<file path="config.mk">
export PLATFORM = sky130hd
export DESIGN_NAME = traffic_led_monitor
export DESIGN_NICKNAME = d
export VERILOG_FILES = /design/src/rtl/traffic_led_monitor.sv
export SDC_FILE = /design/constraint.sdc
export NUM_CORES = 1
export LEC_CHECK = 0
export BUFFER_PORTS_ARGS = -buffer_cell sky130_fd_sc_hd__buf_2
export CORE_UTILIZATION = 60
export DETAILED_ROUTE_END_ITERATION = 8
export PLACE_DENSITY = 0.88
export SLEW_MARGIN = 20
export SYNTH_ARGS = -nofsm -noshare
export SYNTH_HDL_FRONTEND = slang
export SYNTH_SLANG_ARGS = --single-unit
</file>
<file path="constraint.sdc">
create_clock -name clk -period 4 [get_ports clk]
set_clock_uncertainty 0.1 [all_clocks]
set_input_delay 0.4 -clock clk [delete_from_list [all_inputs] [get_ports clk]]
set_output_delay 0.4 -clock clk [all_outputs]
set_load 0.01 [all_outputs]
</file>
<file path="src/rtl/traffic_led_monitor.sv">
`default_nettype none
// ============================================================================
// Module   : traffic_led_monitor
// Brief    : Passive checker of the six traffic lamp lines (encoding, conflict,
//            sequence, dwell). Optional macro TRAFFIC_MON_STATS_EN adds cycle_cnt.
// Revision : 1.0 - initial release
// ============================================================================
module traffic_led_monitor #(
    parameter int GREEN_MIN  = 4,
    parameter int GREEN_MAX  = 8,
    parameter int YELLOW_CYC = 3,
    parameter int CNT_W      = 8
) (
    input  logic        clk,
    input  logic        rst,
    input  logic        r1,
    input  logic        g1,
    input  logic        y1,
    input  logic        r2,
    input  logic        g2,
    input  logic        y2,
    input  logic        clr,
    output logic [1:0]  phase1,
    output logic [1:0]  phase2,
    output logic        err_code,
    output logic        err_conflict,
    output logic        err_seq,
    output logic        err_time,
    output logic        err_pulse
`ifdef TRAFFIC_MON_STATS_EN
    ,
    output logic [15:0] cycle_cnt
`endif
);

    typedef enum logic [1:0] {
        PH_RED    = 2'd0,
        PH_GREEN  = 2'd1,
        PH_YELLOW = 2'd2,
        PH_INV    = 2'd3
    } phase_e;

    localparam logic [CNT_W-1:0] c_one       = CNT_W'(1);
    localparam logic [CNT_W-1:0] c_sat       = {CNT_W{1'b1}};
    localparam logic [CNT_W-1:0] c_green_min = CNT_W'(GREEN_MIN);
    localparam logic [CNT_W-1:0] c_green_max = CNT_W'(GREEN_MAX);
    localparam logic [CNT_W-1:0] c_yellow    = CNT_W'(YELLOW_CYC);

    function automatic phase_e decode(input logic [2:0] lamps);
        case (lamps)
            3'b100:  return PH_RED;
            3'b010:  return PH_GREEN;
            3'b001:  return PH_YELLOW;
            default: return PH_INV;
        endcase
    endfunction

    function automatic phase_e succ(input phase_e p);
        case (p)
            PH_RED:    return PH_GREEN;
            PH_GREEN:  return PH_YELLOW;
            PH_YELLOW: return PH_RED;
            default:   return PH_INV;
        endcase
    endfunction

    // Index 0 is direction 1, index 1 is direction 2.
    logic [2:0]       lamp_q  [2];
    logic             smp_vld_q;
    phase_e           cur     [2];
    phase_e           last_q  [2];
    phase_e           last_d  [2];
    phase_e           ph_q    [2];
    phase_e           ph_d    [2];
    logic [CNT_W-1:0] cnt_q   [2];
    logic [CNT_W-1:0] cnt_d   [2];
    logic [1:0]       armed_q, armed_d;
    logic [1:0]       first_q, first_d;
    logic [3:0]       flag_q, flag_d;
    logic             pulse_q, pulse_d;
    logic             ev_code, ev_conf, ev_seq, ev_time, ev_any;

    assign cur[0] = decode(lamp_q[0]);
    assign cur[1] = decode(lamp_q[1]);

    always_comb begin
        ev_code = 1'b0;
        ev_conf = 1'b0;
        ev_seq  = 1'b0;
        ev_time = 1'b0;
        armed_d = armed_q;
        first_d = first_q;
        for (int i = 0; i < 2; i++) begin
            last_d[i] = last_q[i];
            cnt_d[i]  = cnt_q[i];
            ph_d[i]   = ph_q[i];
        end
        if (smp_vld_q) begin
            for (int i = 0; i < 2; i++) begin
                ph_d[i] = cur[i];
                if (cur[i] == PH_INV) begin
                    ev_code = 1'b1;
                end else if (!armed_q[i]) begin
                    armed_d[i] = 1'b1;
                    first_d[i] = 1'b1;
                    last_d[i]  = cur[i];
                    cnt_d[i]   = c_one;
                end else if (cur[i] == last_q[i]) begin
                    if (cnt_q[i] != c_sat) begin
                        cnt_d[i] = cnt_q[i] + c_one;
                    end
                    // Overrun fires only on the step past the limit, so once per phase.
                    if (!first_q[i] &&
                        ((cur[i] == PH_GREEN  && cnt_q[i] == c_green_max) ||
                         (cur[i] == PH_YELLOW && cnt_q[i] == c_yellow))) begin
                        ev_time = 1'b1;
                    end
                end else begin
                    if (cur[i] != succ(last_q[i])) begin
                        ev_seq = 1'b1;
                    end
                    if (!first_q[i] &&
                        ((last_q[i] == PH_GREEN  && cnt_q[i] <  c_green_min) ||
                         (last_q[i] == PH_YELLOW && cnt_q[i] != c_yellow))) begin
                        ev_time = 1'b1;
                    end
                    last_d[i]  = cur[i];
                    cnt_d[i]   = c_one;
                    first_d[i] = 1'b0;
                end
            end
            ev_conf = (cur[0] == PH_GREEN || cur[0] == PH_YELLOW) &&
                      (cur[1] == PH_GREEN || cur[1] == PH_YELLOW);
        end
        ev_any  = ev_code | ev_conf | ev_seq | ev_time;
        flag_d  = {ev_code, ev_conf, ev_seq, ev_time} | (flag_q & {4{~clr}});
        pulse_d = ev_any;
    end

    always_ff @(posedge clk) begin
        if (rst) begin
            for (int i = 0; i < 2; i++) begin
                lamp_q[i] <= 3'b000;
                last_q[i] <= PH_RED;
                ph_q[i]   <= PH_INV;
                cnt_q[i]  <= '0;
            end
            smp_vld_q <= 1'b0;
            armed_q   <= 2'b00;
            first_q   <= 2'b00;
            flag_q    <= 4'b0000;
            pulse_q   <= 1'b0;
        end else begin
            lamp_q[0] <= {r1, g1, y1};
            lamp_q[1] <= {r2, g2, y2};
            for (int i = 0; i < 2; i++) begin
                last_q[i] <= last_d[i];
                ph_q[i]   <= ph_d[i];
                cnt_q[i]  <= cnt_d[i];
            end
            smp_vld_q <= 1'b1;
            armed_q   <= armed_d;
            first_q   <= first_d;
            flag_q    <= flag_d;
            pulse_q   <= pulse_d;
        end
    end

    assign phase1       = ph_q[0];
    assign phase2       = ph_q[1];
    assign err_code     = flag_q[3];
    assign err_conflict = flag_q[2];
    assign err_seq      = flag_q[1];
    assign err_time     = flag_q[0];
    assign err_pulse    = pulse_q;

`ifdef TRAFFIC_MON_STATS_EN
    logic        cyc_act_q, cyc_act_d;
    logic [15:0] cyc_cnt_q, cyc_cnt_d;

    // A cycle opens on RED->GREEN of direction 1; any error anywhere voids it.
    always_comb begin
        cyc_act_d = cyc_act_q;
        cyc_cnt_d = cyc_cnt_q;
        if (smp_vld_q && armed_q[0] && cur[0] != PH_INV && cur[0] != last_q[0]) begin
            if (last_q[0] == PH_RED && cur[0] == PH_GREEN) begin
                cyc_act_d = 1'b1;
            end else if (last_q[0] == PH_YELLOW && cur[0] == PH_RED) begin
                if (cyc_act_q && !ev_any) begin
                    cyc_cnt_d = cyc_cnt_q + 16'd1;
                end
                cyc_act_d = 1'b0;
            end
        end
        if (ev_any) begin
            cyc_act_d = 1'b0;
        end
    end

    always_ff @(posedge clk) begin
        if (rst) begin
            cyc_act_q <= 1'b0;
            cyc_cnt_q <= 16'd0;
        end else begin
            cyc_act_q <= cyc_act_d;
            cyc_cnt_q <= cyc_cnt_d;
        end
    end

    assign cycle_cnt = cyc_cnt_q;
`endif

endmodule
`default_nettype wire
</file>
; ---- After elaboration in Yosys (flattened, before gate mapping)
; Memory sizes are Yosys's and may differ from the RTL's.
; Index checks and enable logic that the tools add are counted.
[totals]
out_inout_bits = 9
ff_bits = 10
inputBits = 9
ram_bits = 30
elab_cells = 156
n_memories = 4
[op_classes]
order_cmp = 2
n_eq_ne = 30
bitwise_logic = 16
muxes = 68
add_sub_neg = 2
n_reduce_logical = 27
[mem_list]
columns = name, depth, word_bits, rd, rd_clocked_by_memory_dff, write_ports, line_no
row1 = cnt_q, 2, 8, 2, 0, 2, 75  ; logic [CNT_W-1:0] cnt_q [2];
row2 = lamp_q, 2, 3, 2, 0, 2, 68  ; logic [2:0] lamp_q [2];
row3 = last_q, 2, 2, 2, 0, 2, 71  ; phase_e last_q [2];
row4 = ph_q, 2, 2, 2, 0, 2, 73  ; phase_e ph_q [2];
[ops]
columns = op, n
row1 = $mux 8, 10
row2 = $mux 2, 18
row3 = $mux 1, 31
row4 = $pmux 2 s3, 4
row5 = $add 8x1->8 const B, 2
row6 = $eq 8x2->1 const B, 2
row7 = $eq 8x4->1 const B, 2
row8 = $lt 8x3->1 const B, 2
row9 = $mux 16, 1
row10 = $ne 8x2->1 const B, 2
row11 = $ne 8x8->1 const B, 2
row12 = $logic_and 1x1->1, 13
row13 = $eq 2x2->1 const B, 6
row14 = $or 1x1->1, 11
row15 = $eq 2x1->1 const B, 4
row16 = $mux 4, 2
row17 = $eq 3x1->1 const B, 2
row18 = $eq 3x2->1 const B, 2
row19 = $eq 3x3->1 const B, 2
row20 = $logic_or 1x1->1, 6
row21 = $mux 3, 2
row22 = $reduce_and 3->1, 2
row23 = $and 4x4->4, 1
row24 = $eq 2x2->1, 2
row25 = 7 further kinds, 14

; ---- Logic depth before layout (Yosys ltp)
; Gate-level depths: netlist of the first run.
[logic_depth]
word_depth = 19
ltp_mapped = 11
mapped_depth_nobuf = 10

; ---- Least setup slack after synthesis of the first run
; Ideal clock, no wire load.
[synth_path]
path_kind = reg-to-reg
from = memory lamp_q[1][0] (netlist: lamp_q[0][3])
to = register pulse_q (netlist: err_pulse)
setup_ns = 0.074
slack_ns = 1.353
path_buffers = 2
t_required_ns = 3.826
arrival_ns = 2.472
synth_period_minus_slack_ns = 2.647
stages_incl_launch_ff = 12
cell_sequence = dfxtp_1 clkbuf_1 nor3b_1 inv_1 ha_1 buf_1 o211a_1 o21ai_0 a31oi_1 a2111oi_0 a21oi_1 a31oi_1
[synth_lines]
columns = element, line_no
row1 = "start, declared", 68
row2 = "end signal, assigned", 165  ; pulse_q <= pulse_d;
row3 = "end, declared", 80  ; logic pulse_q, pulse_d;

==> results of run 1 <==
## flip-flops by register name (all words and copies together), names as in the netlist
name	cells
last_q	4
ph_q	4
flag_q	4
armed_q	2
cnt_q	16
lamp_q	6
err_pulse	1
smp_vld_q	1
first_q	2
## kinds of logic (layout without fill, tap and decap cells)
| kind of cell | after synthesis | count (layout) | synth area share |
|---|---|---|---|
| and+or+nand+nor | 120 | 120 | 0.281 |
| AOI/OAI and AO/OA | 81 | 81 | 0.222 |
| DFF | 40 | 40 | 0.332 |
| buffers and inverters | 30 | 45 | 0.0497 |
| adders and majority gates | 16 | 16 | 0.0829 |
| xor gates and xnor gates | 8 | 8 | 0.0290 |
| muxes | 1 | 1 | 0.00415 |
## routing by layer
layer  GRT usage  up-vias
met5           0        -
met4       0.128        0
met3      0.0729       17
met2       0.463       73
met1       0.321     1020
li1            -     1105
## Yosys cell counts (all sizes together) (4+ instances only)
cell type,n,area share
xor2,5,0.018
o21ai,24,0.050
a31oi,4,0.010
clkbuf,8,0.012
nand3,12,0.027
nor4,5,0.019
nor2,24,0.037
o22ai,4,0.010
dfxtp,40,0.33
nor2b,9,0.023
ha,16,0.083
nand4,4,0.010
nor3b,5,0.022
inv,19,0.030
a21oi,20,0.041
nor3,6,0.015
nand2,30,0.047
or4,4,0.012
## path summary, 6_finish.rpt
check        slack, ns                        end  cells after the start
max               0.83  cnt_q[0][15]$_SDFFE_PP0P_                      9
min               0.19    lamp_q[0][5]$_SDFF_PP0_                      2
max reg2reg       0.83  cnt_q[0][15]$_SDFFE_PP0P_                      9
min reg2reg       0.38       flag_q[0]$_SDFF_PP0_                      2
## layout make-up
| class | count | area (µm²) | share of cell area |
|---|---|---|---|
| Clock buffer | 6 | 72.6 | 0.0277 |
| Clock inverter | 2 | 35.0 | 0.0134 |
| Inverter | 20 | 75.1 | 0.0286 |
| Multi-Input combinational cell | 226 | 1490 | 0.570 |
| Sequential cell | 40 | 801 | 0.305 |
| Tap cell | 48 | 60.1 | 0.0229 |
| Timing Repair Buffer | 17 | 85.1 | 0.0324 |
## power by group through the flow
stage          registers [mW]  clock network, mW  logic, mW
3_5_place_dp            0.438                  0      0.107
6_report                0.430              0.335      0.110
5_1_grt                 0.432              0.357      0.121
2_1_floorplan           0.434                  0     0.0824
3_3_place_gp            0.437                  0      0.104
4_1_cts                 0.429              0.337      0.109
## through the flow
stage / hold slack (ns) / power (mW)
after CTS: 0.195 / 0.874
after global routing: 0.194 / 0.909
final: 0.192 / 0.874
after floorplan: 0.344 / 0.516
after global placement: 0.356 / 0.541
after detailed placement: 0.370 / 0.545
## critical path, delay by kind of cell (launching register included)
kind                       cells  cell delay (ns)
AOI/OAI and AO/OA              2             0.34
DFF                            1             0.48
and+or+nand+nor                5             1.58
buffers and inverters          1             0.18
adders and majority gates      1             0.41
==> out/results.tsv, run 1 <==
stage	metric	value	unit
logic_synthesis	Mapped Area	0.00241	mm²
worst_setup_path	FF-to-FF Start	lamp_q[0][4]$_SDFF_PP0_	
grt	largest net degree at the start of global routing	25	
cells_and_area	commonest cells after routing, fill and taps aside	dfxtp_1, nand2_1, nor2_1, o21ai_0, a21oi_1	
power_and_ir_drop	Net Switching	235	µW
timing	maximum clock frequency	316	MHz
timing	fin crit share	0.791	
clocking	CTS tree	built	
die	Die Y	65.4	µm
worst_setup_path	Startpoint Class	register	
worst_setup_path	crit path kind	reg2reg	
die	Initial Utilization	0.640	
clocking	CTS Buf Count	5	
clocking	clock latency on the worst-skew pair	0.31	ns
cells_and_area	antenna cells	0	
logic_synthesis	prevailing post-synth register cell	dfxtp_1	
status	status	completed	
worst_setup_path	endpoint class of the critical path	register	
flow_run	Max Cap Viol	0	
logic_synthesis	Avg Cell Area, Syn	8.16	µm²
die	Die ar.	0.00428	mm²
worst_setup_path	CP peak stage delay	0.48	ns
worst_setup_path	CP Max Fanout	14	
cells_and_area	fin area	0.00262	mm²
cells_and_area	fillcell total	290	
route	vias	2215	
route	DR WL/cell	15.0	µm
cells_and_area	final core utilization	0.695	
die	Core Footprint	0.00377	mm²
power_and_ir_drop	Sw Share	0.269	
worst_setup_path	Crit-path slowest cell	dfxtp_1	
placed_design	routability congestion estimate from global placement	0.931	
clocking	Longest Clk Path Bufs	2	
grt	total gr overflow	0	
route	residual DRC count	0	
timing	Slew @ Worst Pin	0.748	ns
route	met2 WL	2610	µm
logic_synthesis	Post-synth EDFFs	0	
die	# rows	22	
route	router iterations before antenna repair	5	
cells_and_area	final non-filler cell total	359	
placed_design	pre-CTS setup slack	0.998	ns
route	met3 WL post-DR	269	µm
route	Final ANT Viol Nets	0	
power_and_ir_drop	Sequential Power Share	0.492	
placed_design	placed cell count	351	
timing	setup violators final	0	
worst_setup_path	CP Data Arrival Time	3.31	ns
logic_synthesis	FFs w/ async S/R, synth	0	
timing	max_slew headroom	0.489	
cells_and_area	area grow syn2layout	8.60	%
timing	Final Slew Violations	0	
die	Top Ports	18	
logic_synthesis	Post-Syn Instances	296	
clocking	Clk pin slew, worst setup/hold paths	0.08	ns
cells_and_area	layout cells sized above 1	0.116	
placed_design	Post-DP Area	0.00251	mm²
grt	global-route wire length before repair	8870	µm
timing	Tmin final	3.17	ns
worst_hold_path	min-delay src	r2	
power_and_ir_drop	pwr dens	333	mW/mm²
timing	TNS Setup	0	ns
logic_synthesis	library cells used by synthesis	65	
die	chip width	65.4	µm
clocking	clk sinks	40	
route	first-iteration detailed-routing DRC count	227	
power_and_ir_drop	peak supply drop	0.302	mV
power_and_ir_drop	leakage	0.946	nW
timing	endpoints failing hold	0	
timing	final worst slack	0.835	ns
placed_design	hpwl dp	3760	µm
clocking	H-tree depth	2	
cells_and_area	commonest non-fill, non-tap cell in the layout	dfxtp_1	
worst_setup_path	Critical Path Source	lamp_q[0][4]$_SDFF_PP0_	
cells_and_area	Final nets	335	
logic_synthesis	sequential fraction of the synthesis area	0.332	
power_and_ir_drop	Gate power share	0.125	
worst_setup_path	critical-path cell list	nor3b_1, inv_1, ha_1, and2_1, o21ai_0, and3_1, nor4_4, or4_1, a21oi_1	
placed_design	number of port buffers	17	
clocking	post-cts repair resize count	0	
route	metal1 wirelength	2400	µm
grt	GRT Total Usage	0.274	
worst_setup_path	Critical Path RT	4.14	ns
logic_synthesis	Post-Syn Nets	321	
worst_hold_path	type of the worst min-delay path	in2reg	
timing	RSZ-0062 raised after global routing	false	
power_and_ir_drop	Internal	639	µW
clocking	root buffer cell	clkbuf_8	
route	Via density	6.17	
logic_synthesis	total number of yosys warnings	0	
logic_synthesis	synthesis-stage register bit count	40	
clocking	CTS hold repair buffers	0	
route	total wire length	5400	µm
grt	vias in the first global route	2053	
power_and_ir_drop	clock share of power	0.383	
clocking	Post-CTS Setup Bufs	0	
route	highest routed layer	met4	
grt	initial antenna violation count	0	
Note: power is estimated with default switching activity, not from simulation.
==> inputs of run 2 (changes only) <==
--- a/config.mk
+++ b/config.mk
@@ -6,9 +6,9 @@
 export NUM_CORES = 1
 export LEC_CHECK = 0
 export BUFFER_PORTS_ARGS = -buffer_cell sky130_fd_sc_hd__buf_2
-export CORE_UTILIZATION = 60
+export CORE_UTILIZATION = 54
 export DETAILED_ROUTE_END_ITERATION = 8
-export PLACE_DENSITY = 0.88
+export PLACE_DENSITY = 0.84
 export SLEW_MARGIN = 20
 export SYNTH_ARGS = -nofsm -noshare
 export SYNTH_HDL_FRONTEND = slang
==> constraint.sdc (replaced) <==
create_clock -name clk -period 2.9 [get_ports clk]
set_clock_uncertainty 0.1 [all_clocks]
set_input_delay 0.29 -clock clk [delete_from_list [all_inputs] [get_ports clk]]
set_output_delay 0.29 -clock clk [all_outputs]
set_load 0.01 [all_outputs]
==> run 2 against run 1 <==
Net effect:
- clock-buffer cell count down 1
- sequential power grew 38%
- core utilization down 4.4 points
- global-route usage decreased by 2.6 points
- cell count is 2.5% higher
- clock power increased by 38%
- largest power group unchanged
- highest routed layer unchanged
==> out/results.tsv, run 2 (synthesis gave the netlist of run 1 again) <==
stage	metric	value	unit	change
placed_design	hpwl dp	3780	µm	was 3760 µm
route	residual DRC count	0		unchanged
die	# rows	23		was 22
timing	Tmin final	2.74	ns	was 3.17 ns
grt	vias in the first global route	1977		was 2053
placed_design	placed cell count	360		was 351
worst_hold_path	type of the worst min-delay path	in2reg		unchanged
clocking	Clk pin slew, worst setup/hold paths	0.08	ns	about the same
grt	met1 usage	0.293		was 0.321
clocking	CTS hold repair buffers	0		unchanged
die	chip width	68.9	µm	was 65.4 µm
worst_setup_path	Startpoint Class	register		unchanged
grt	global-route wire length before repair	8780	µm	was 8870 µm
timing	Slew @ Worst Pin	0.599	ns	was 0.748 ns
cells_and_area	layout cells sized above 1	0.154		was 0.116
route	first-iteration detailed-routing DRC count	179		was 227
grt	GRT Total Usage	0.248		was 0.274
timing	hold_ws	0.0919	ns	was 0.192 ns
clocking	Longest Clk Path Bufs	2		unchanged
grt	GR peak layer	met2		unchanged
timing	final worst slack	0.162	ns	was 0.835 ns
die	Initial Utilization	0.583		was 0.640
cells_and_area	area grow syn2layout	11.8	%	was 8.60%
clocking	CTS tree	built		unchanged
placed_design	pre-CTS setup slack	0.110	ns	was 0.998 ns
cells_and_area	Top reg by flops	cnt_q		unchanged
worst_setup_path	crit path kind	reg2reg		unchanged
cells_and_area	fillcell total	361		was 290
cells_and_area	commonest cells after routing, fill and taps aside	dfxtp_1, nand2_1, nor2_1, o21ai_0, a21oi_1		unchanged
timing	Final Slew Violations	0		unchanged
worst_setup_path	Reg2Reg Depth	9		unchanged
timing	setup violators final	0		unchanged
cells_and_area	final non-filler cell total	368		was 359
worst_setup_path	Critical Path Source	lamp_q[0][3]$_SDFF_PP0_		was lamp_q[0][4]$_SDFF_PP0_
grt	total gr overflow	0		unchanged
route	DR WL/cell	14.4	µm	was 15.0 µm
worst_setup_path	endpoint class of the critical path	register		unchanged
cells_and_area	Final nets	342		was 335
worst_setup_path	Critical Path RT	2.99	ns	was 4.14 ns
cells_and_area	antenna cells	0		unchanged
clocking	H-tree depth	2		unchanged
placed_design	routability congestion estimate from global placement	0.908		was 0.931
die	Die ar.	0.00474	mm²	was 0.00428 mm²
status	status	completed		unchanged
power_and_ir_drop	pwr dens	450	mW/mm²	was 333 mW/mm²
route	total wire length	5300	µm	was 5400 µm
power_and_ir_drop	Power Total	1.22	mW	was 874 µW
grt	GR Util met2	0.437		was 0.463
worst_setup_path	FF-to-FF Start	lamp_q[0][3]$_SDFF_PP0_		was lamp_q[0][4]$_SDFF_PP0_
power_and_ir_drop	peak supply drop	0.443	mV	was 0.302 mV
timing	fin crit share	0.944		was 0.791
worst_setup_path	CP Max Fanout	11		was 14
timing	RSZ-0062 raised after global routing	true		was false
clocking	clk sinks	40		unchanged
timing	TNS Setup	0	ns	unchanged
cells_and_area	Largest regs	cnt_q x16, lamp_q x6		unchanged
timing	max_slew headroom	0.600		was 0.489
cells_and_area	commonest non-fill, non-tap cell in the layout	dfxtp_1		unchanged
die	Top Ports	18		unchanged
clocking	clock latency on the worst-skew pair	0.30	ns	was 0.31 ns
worst_setup_path	R2R Path End	cnt_q[0][8]$_SDFFE_PP0P_		was cnt_q[0][15]$_SDFFE_PP0P_
placed_design	number of port buffers	17		unchanged
worst_setup_path	R2R setup slack	0.16	ns	was 0.83 ns
clocking	CTS Buf Count	5		unchanged
worst_setup_path	CP Data Arrival Time	2.83	ns	was 3.31 ns
die	Core Footprint	0.00414	mm²	was 0.00377 mm²
cells_and_area	Largest register FFs	16		unchanged
clocking	root buffer cell	clkbuf_8		unchanged
route	vias	2227		was 2215
timing	maximum clock frequency	365	MHz	was 316 MHz
worst_setup_path	worst setup path end	cnt_q[0][8]$_SDFFE_PP0P_		was cnt_q[0][15]$_SDFFE_PP0P_
route	Final ANT Viol Nets	0		unchanged
grt	largest net degree at the start of global routing	25		unchanged
flow_run	Max Cap Viol	0		unchanged
route	Via density	6.05		was 6.17
die	Die Y	68.9	µm	was 65.4 µm
grt	initial antenna violation count	0		unchanged
power_and_ir_drop	leakage	0.983	nW	was 0.946 nW
route	router iterations before antenna repair	4		was 5
grt	routing usage on met3	0.0510		was 0.0729
timing	endpoints failing hold	0		unchanged
[run 2: worst min-delay path by stage]
stage | startpoint | endpoint | slack [ns] | cells after the start
6_report | y2 | lamp_q[0][3]$_SDFF_PP0_ | 0.09 | 2
5_1_grt | g1 | lamp_q[0][1]$_SDFF_PP0_ | 0.09 | 2
4_1_cts | y2 | lamp_q[0][3]$_SDFF_PP0_ | 0.09 | 2
3_5_place_dp | first_q[1]$_SDFFE_PP0P_ | first_q[1]$_SDFFE_PP0P_ | 0.36 | 2
3_3_place_gp | first_q[1]$_SDFFE_PP0P_ | first_q[1]$_SDFFE_PP0P_ | 0.36 | 2
2_1_floorplan | rst | lamp_q[0][0]$_SDFF_PP0_ | 0.26 | 1
[run 2: worst max-delay path: stages (launching register included)]
cell,delay [ns]
dfxtp_1,0.41
nor3b_2,0.25
inv_1,0.08
ha_1,0.31
nor4_1,0.27
o21ai_0,0.19
and3_2,0.28
nor4_4,0.42
o21ai_0,0.13
and3_1,0.18
[run 2: final cells by class]
class                   count  area [µm²]  area share
repair buffers             24         138      0.0510
clock buffers               5        68.8      0.0255
multi-input cells         226        1510       0.559
well taps                  50        62.6      0.0232
flip-flops and latches     40         803       0.297
clock inverters             3        42.5      0.0158
inverters                  20        75.1      0.0278
[run 2: repair_timing]
item / CTS / global route
endpoints found under the setup margin: 0 / 16
resized for setup: 0 / 8
buffers inserted: 0 / 0
[run 2: power by group]
| group | total [mW] | switching (mW) | internal [mW] |
|---|---|---|---|
| Combinational | 0.161 | 0.0967 | 0.0647 |
| Sequential | 0.592 | 0.0229 | 0.569 |
| Clock | 0.463 | 0.208 | 0.255 |
[run 2: through the flow]
step,cell area [µm²],util
6_report,2700,0.652
5_1_grt,2700,0.652
4_1_cts,2680,0.647
3_5_place_dp,2570,0.620
3_3_place_gp,2570,0.620
2_1_floorplan,2410,-
[run 2: metal layers]
layer / up-vias / part of all wire
li1: 1123 / -
met1: 1025 / 0.45
met2: 67 / 0.48
met3: 12 / 0.047
met4: 0 / 0.019
met5: - / 0
